`config.mk`:
```
export PLATFORM = sky130hd
export DESIGN_NAME = control_pipeline
export DESIGN_NICKNAME = d
export VERILOG_FILES = /design/src/rtl/control_pipeline_pkg.sv /design/src/rtl/control_pipeline_ctrl_stage_reg.sv /design/src/rtl/control_pipeline.sv
export SDC_FILE = /design/constraint.sdc
export NUM_CORES = 1
export LEC_CHECK = 0
export BUFFER_PORTS_ARGS = -buffer_cell sky130_fd_sc_hd__buf_2
export CAP_MARGIN = 15
export CORE_ASPECT_RATIO = 1.5
export CORE_UTILIZATION = 44
export CTS_CLUSTER_DIAMETER = 100
export CTS_CLUSTER_SIZE = 40
export DETAILED_ROUTE_END_ITERATION = 12
export HOLD_SLACK_MARGIN = 0.1
export PLACE_DENSITY = 0.72
export SLEW_MARGIN = 0
export SYNTH_ARGS = -nofsm -noshare
export SYNTH_HDL_FRONTEND = slang
export SYNTH_SLANG_ARGS = --single-unit
```
`constraint.sdc`:
```
create_clock -name i_clk -period 1.2 [get_ports i_clk]
set_input_delay 0.06 -clock i_clk [delete_from_list [all_inputs] [get_ports i_clk]]
set_output_delay 0.06 -clock i_clk [all_outputs]
set_load 0.01 [all_outputs]
```
`src/rtl/control_pipeline_pkg.sv`:
```
// Shared constants and step selection for the ID/EX -> EX/MEM -> MEM/WB control pipeline.
// Latency: none (definitions only).
// Backpressure: none (definitions only).
package control_pipeline_pkg;

    localparam int OP_ALU_BUS_SIZE_DEF = 2;

    // Decoder-level logic constants
    localparam logic HIGH = 1'b1;
    localparam logic LOW  = 1'b0;

    // ALU op carried by a bubble
    localparam logic [OP_ALU_BUS_SIZE_DEF-1:0] ALU_OP_BUBBLE = '0;

    // What the pipeline does on a given edge
    typedef enum logic [1:0] {
        STEP_HOLD,
        STEP_FLUSH,
        STEP_BUBBLE,
        STEP_LOAD
    } step_e;

    // Halt beats flush, flush beats bubble, and an empty ID slot acts as a bubble
    function automatic step_e step_sel(input logic halt, input logic flush,
                                       input logic bubble, input logic valid);
        if (halt)                  return STEP_HOLD;
        else if (flush)            return STEP_FLUSH;
        else if (bubble || !valid) return STEP_BUBBLE;
        else                       return STEP_LOAD;
    endfunction

endpackage

```
`src/rtl/control_pipeline_ctrl_stage_reg.sv`:
```
// One pipeline stage register: load, hold, or clear to the bubble pattern.
// Latency: 1 cycle from d to q.
// Backpressure: hold freezes contents; hold has priority over clear.
module ctrl_stage_reg #(
    parameter int         W      = 8,
    parameter logic [W-1:0] BUBBLE = '0
) (
    input  logic         clk,
    input  logic         rst,
    input  logic         hold,
    input  logic         clear,
    input  logic [W-1:0] d,
    output logic [W-1:0] q
);

    // Async reset to bubble; otherwise hold, clear, or capture
    always_ff @(posedge clk or posedge rst) begin
        if (rst)        q <= BUBBLE;
        else if (hold)  q <= q;
        else if (clear) q <= BUBBLE;
        else            q <= d;
    end

endmodule

```
`src/rtl/control_pipeline.sv`:
```
// Carries decoded control bits from ID through EX, MEM and WB, with bubble/flush/halt and a retire counter.
// Latency: ID/EX +1, EX/MEM +2, MEM/WB +3 cycles.
// Backpressure: i_halt freezes every stage and the counter; no ready signal is produced.
module control_pipeline
    import control_pipeline_pkg::*;
#(
    parameter int OP_ALU_BUS_SIZE = OP_ALU_BUS_SIZE_DEF,
    parameter int RETIRE_CNT_SIZE = 16
) (
    input  logic                       i_clk,
    input  logic                       i_reset,
    input  logic                       i_valid,
    input  logic                       i_halt,
    input  logic                       i_bubble,
    input  logic                       i_flush,
    input  logic                       i_wb_reg_write,
    input  logic                       i_wb_mem_to_reg,
    input  logic                       i_mem_branch,
    input  logic                       i_mem_read,
    input  logic                       i_mem_write,
    input  logic                       i_ex_dest,
    input  logic                       i_ex_alu_src,
    input  logic [OP_ALU_BUS_SIZE-1:0] i_ex_alu_op,
    output logic                       o_ex_valid,
    output logic                       o_ex_dest,
    output logic                       o_ex_alu_src,
    output logic [OP_ALU_BUS_SIZE-1:0] o_ex_alu_op,
    output logic                       o_mem_valid,
    output logic                       o_mem_branch,
    output logic                       o_mem_read,
    output logic                       o_mem_write,
    output logic                       o_wb_valid,
    output logic                       o_wb_reg_write,
    output logic                       o_wb_mem_to_reg,
    output logic [1:0]                 o_inflight,
    output logic                       o_drained,
    output logic [RETIRE_CNT_SIZE-1:0] o_retired
);

    // Stage layouts, MSB first. Each later stage is the top slice of the one before it:
    //   ID/EX : valid, reg_write, mem_to_reg, branch, read, write, dest, alu_src, alu_op
    //   EX/MEM: valid, reg_write, mem_to_reg, branch, read, write
    //   MEM/WB: valid, reg_write, mem_to_reg
    localparam int IDEX_W  = OP_ALU_BUS_SIZE + 8;
    localparam int EXMEM_W = 6;
    localparam int MEMWB_W = 3;

    localparam logic [IDEX_W-1:0]  IDEX_BUBBLE  = {8'b0, OP_ALU_BUS_SIZE'(ALU_OP_BUBBLE)};
    localparam logic [EXMEM_W-1:0] EXMEM_BUBBLE = '0;
    localparam logic [MEMWB_W-1:0] MEMWB_BUBBLE = '0;

    step_e               step;
    logic                hold;
    logic                idex_clr;
    logic                exmem_clr;
    logic                dest_clean;
    logic                m2r_clean;
    logic [IDEX_W-1:0]   idex_d;
    logic [IDEX_W-1:0]   idex_q;
    logic [EXMEM_W-1:0]  exmem_q;
    logic [MEMWB_W-1:0]  memwb_q;

    // Decode this edge's action into per-stage hold/clear strobes
    always_comb begin
        step      = step_sel(i_halt, i_flush, i_bubble, i_valid);
        hold      = (step == STEP_HOLD);
        idex_clr  = (step != STEP_LOAD);
        exmem_clr = (step == STEP_FLUSH);
    end

    // Fields that the decoder may leave undefined are forced to a known 0 unless clearly high
    always_comb begin
        dest_clean = LOW;
        m2r_clean  = LOW;
        if (i_ex_dest == HIGH)       dest_clean = HIGH;
        if (i_wb_mem_to_reg == HIGH) m2r_clean  = HIGH;
    end

    assign idex_d = {HIGH, i_wb_reg_write, m2r_clean, i_mem_branch, i_mem_read,
                     i_mem_write, dest_clean, i_ex_alu_src, i_ex_alu_op};

    ctrl_stage_reg #(.W(IDEX_W), .BUBBLE(IDEX_BUBBLE)) u_idex (
        .clk   (i_clk),
        .rst   (i_reset),
        .hold  (hold),
        .clear (idex_clr),
        .d     (idex_d),
        .q     (idex_q)
    );

    ctrl_stage_reg #(.W(EXMEM_W), .BUBBLE(EXMEM_BUBBLE)) u_exmem (
        .clk   (i_clk),
        .rst   (i_reset),
        .hold  (hold),
        .clear (exmem_clr),
        .d     (idex_q[IDEX_W-1 -: EXMEM_W]),
        .q     (exmem_q)
    );

    ctrl_stage_reg #(.W(MEMWB_W), .BUBBLE(MEMWB_BUBBLE)) u_memwb (
        .clk   (i_clk),
        .rst   (i_reset),
        .hold  (hold),
        .clear (LOW),
        .d     (exmem_q[EXMEM_W-1 -: MEMWB_W]),
        .q     (memwb_q)
    );

    assign {o_ex_valid, o_ex_dest, o_ex_alu_src, o_ex_alu_op} =
           {idex_q[IDEX_W-1], idex_q[OP_ALU_BUS_SIZE+1], idex_q[OP_ALU_BUS_SIZE],
            idex_q[OP_ALU_BUS_SIZE-1:0]};
    assign {o_mem_valid, o_mem_branch, o_mem_read, o_mem_write} =
           {exmem_q[5], exmem_q[2], exmem_q[1], exmem_q[0]};
    assign {o_wb_valid, o_wb_reg_write, o_wb_mem_to_reg} = memwb_q;

    assign o_inflight = {1'b0, o_ex_valid} + {1'b0, o_mem_valid} + {1'b0, o_wb_valid};
    assign o_drained  = (o_inflight == 2'd0);

    // Count an instruction each time a valid MEM/WB entry is shifted out; wraps naturally
    always_ff @(posedge i_clk or posedge i_reset) begin
        if (i_reset)                  o_retired <= '0;
        else if (!hold && o_wb_valid) o_retired <= o_retired + RETIRE_CNT_SIZE'(1);
    end

endmodule

```
==> out/metrics.yaml <==
status: "finished, violations left"
failed_checks: "setup timing"
grt-ovfl-total: 0
clkSinkCount: 35
period_minus_slack_ns: 1.50
syn_avg_cell_area_sq_um: 14.0
core_area_sq_um: 3160
synth_simple_gate_area_frac: 0.135
slew_headroom: 0.718
cp-startpoint: "u_exmem.q[5]$_DFFE_PP0P_"
cts-root-buf: "clkbuf_8"
grtUsageTotal: 0.194
placed_cells: 210
synth_xor_area_frac: 0.0905
syn_area_sq_um: 1450
dpl_cell_area_sq_um: 1900
tritoncts: "built"
vias_per_cell: 4.86
io_pins: 46
critPathKind: "reg -> out"
wl_met2_mm: 1.65
drt_iter0_markers: 2
htreeDepth: 2
start_util: 0.459
instances_no_fill: 237
hold_viol_final: 0
min_path_type: "in -> reg"
worst_skew_pair.late_latency_ns: 0.28
die_area_sq_um: 3540
portBuffers: 45
post-route-period-util: 1.25
final_cell_mix: "45 x buf_2, 30 x dfrtp_1, 30 x buf_4"
syn_nets: 121
p_leak_nw: 1.18
ys_async_sr_fraction: 1.00
final_nets: 213
ys.warnings.count: 0
numCtsBuffers: 5
wl_per_cell_um: 12.8
place.gp.congestion: 0.769
worst_pin_slew_ns: 0.424
met1_length_mm: 1.17
first_pass_iters: 2
cp-start-kind: "flip-flop"
grt_pass1_vias: 1185
drt-total-wl_mm: 3.03
yosys_most_used_dff: "dfrtp_1"
holdWs_ns: 0.114
irDropWorstVdd_v: 0.00104
ant_nets: 0
finish.instance_area_sq_um: 2200
synthToLayoutAreaGrowth_pct: 51.4
n_antenna_cell: 0
yosysUniqueCellTypes: 25
worstPathMaxFanout: 2
drive_gt1_frac: 0.538
clkSlewWorstSetupHoldPaths_ns: 0.06
dp_hpwl_mm: 2.13
syn_inst: 104
utilization: 0.695
grt_max_degree: 36
regToRegStartpoint: "o_retired[0]$_DFFE_PP0P_"
wl_met3_um: 145
synth-edff-count: 0
cap_violations: 0
clk_path_buf_depth: 2
ys_seq_elements: 35
required_ns: 1.14
synth_compound_area_frac: 0.0957
slew_viol_final: 0
min_from: "i_flush"
crit_path_end_kind: "primary output"
grt_setup_unrepaired: "true"
synthMuxAreaShare: 0.0310
clock-skew-final_ns: 0.00208
antenna_found_initial: 0
grt_pass1_wl_mm: 5.10
fmax_mhz: 666
placementRows: 25
setup_viol: 12
arrival_ns: 1.44
synth_fa_ha_area_frac: 0.0224
routed.top_layer: "met4"
layout_commonest_cell: "buf_2"
fillCellCount: 247
die_y_um: 72.3
drc_errors: 0
seq_area_frac_synth: 0.603
fp.dieW_um: 48.9
synth_top_family_by_area: "simple AND/OR/NAND/NOR gates"
vias: 1152
setup_ws_ns: -0.302
power.density_nw_per_um2: 1220
logic make-up after synthesis:
group / Yosys count
adders and majority gates: 2
and+or+nand+nor: 26
DFF: 35
AOI/OAI and AO/OA: 16
muxes: 4
buffers and inverters: 6
xor gates and xnor gates: 15
cell usage after synthesis, types with 2 or more instances:
master / n / area, sq um
a22o_1: 15 / 131
and3_1: 2 / 12.5
buf_4: 2 / 15.0
dfrtp_1: 35 / 876
inv_1: 2 / 7.51
mux2_2: 4 / 45.0
nand2_1: 3 / 11.3
nand3_1: 8 / 40.0
nor2_1: 4 / 15.0
xnor2_1: 11 / 96.3
xor2_1: 4 / 35.0
layout make-up:
type / count / area [sq um] / area share
Timing Repair Buffer: 89 / 594 / 0.271
Multi-Input combinational cell: 63 / 582 / 0.265
Clock buffer: 7 / 76.3 / 0.0347
Tap cell: 40 / 50.0 / 0.0228
Clock inverter: 1 / 5.00 / 0.00228
Inverter: 2 / 7.51 / 0.00342
Sequential cell: 35 / 882 / 0.401
flip-flops by register name (all words and copies together) (netlist names):
name and count:
u_exmem.q 6, u_idex.q 10, o_retired 16, u_memwb.q 3
power breakdown:
| part | internal [mW] | switching (mW) |
|---|---|---|
| clock network | 0.406 | 0.387 |
| logic | 0.344 | 0.226 |
| registers | 1.24 | 0.0728 |
| total | 1.99 | 0.685 |
path summary, 6_finish.rpt:
path                                             end  slack [ns]  cells after the start
max                                        o_drained       -0.30                      3
min                          u_idex.q[9]$_DFFE_PP0P_        0.11                      3
max reg2reg                o_retired[10]$_DFFE_PP0P_       -0.21                      5
min reg2reg                o_retired[15]$_DFFE_PP0P_        0.47                      1
max in group asynchronous   o_retired[3]$_DFFE_PP0P_        0.46                      4
min in group asynchronous    u_idex.q[1]$_DFFE_PP0P_        0.41                      4
worst max-delay path, cell delays in order (launching register included):
cell and delay [ns]:
dfrtp_1 0.40, fa_2 0.60, nor2_2 0.03, buf_2 0.13
stage by stage:
stage	total power [mW]	setup slack, ns	setup TNS (ns)
global placement	1.69	-0.0637	-0.390
floorplan	1.48	-0.125	-0.623
finish	2.68	-0.302	-2.10
CTS	2.61	-0.302	-1.57
global route	2.82	-0.340	-3.31
detailed placement	1.71	-0.142	-0.813
layer usage:
| metal | vias to the layer above | track usage |
|---|---|---|
| li1 | 550 | - |
| met1 | 562 | 0.212 |
| met2 | 34 | 0.341 |
| met3 | 6 | 0.0545 |
| met4 | 0 | 0.101 |
| met5 | - | 0 |
repair_timing:
item,in CTS,in global routing
pin swaps,6,8
gates resized for setup,4,7
setup buffers,5,4
setup endpoints to repair,15,17
hold buffers,11,0
endpoints found under the hold margin,45,0
Note: power is estimated with default switching activity, not from simulation.
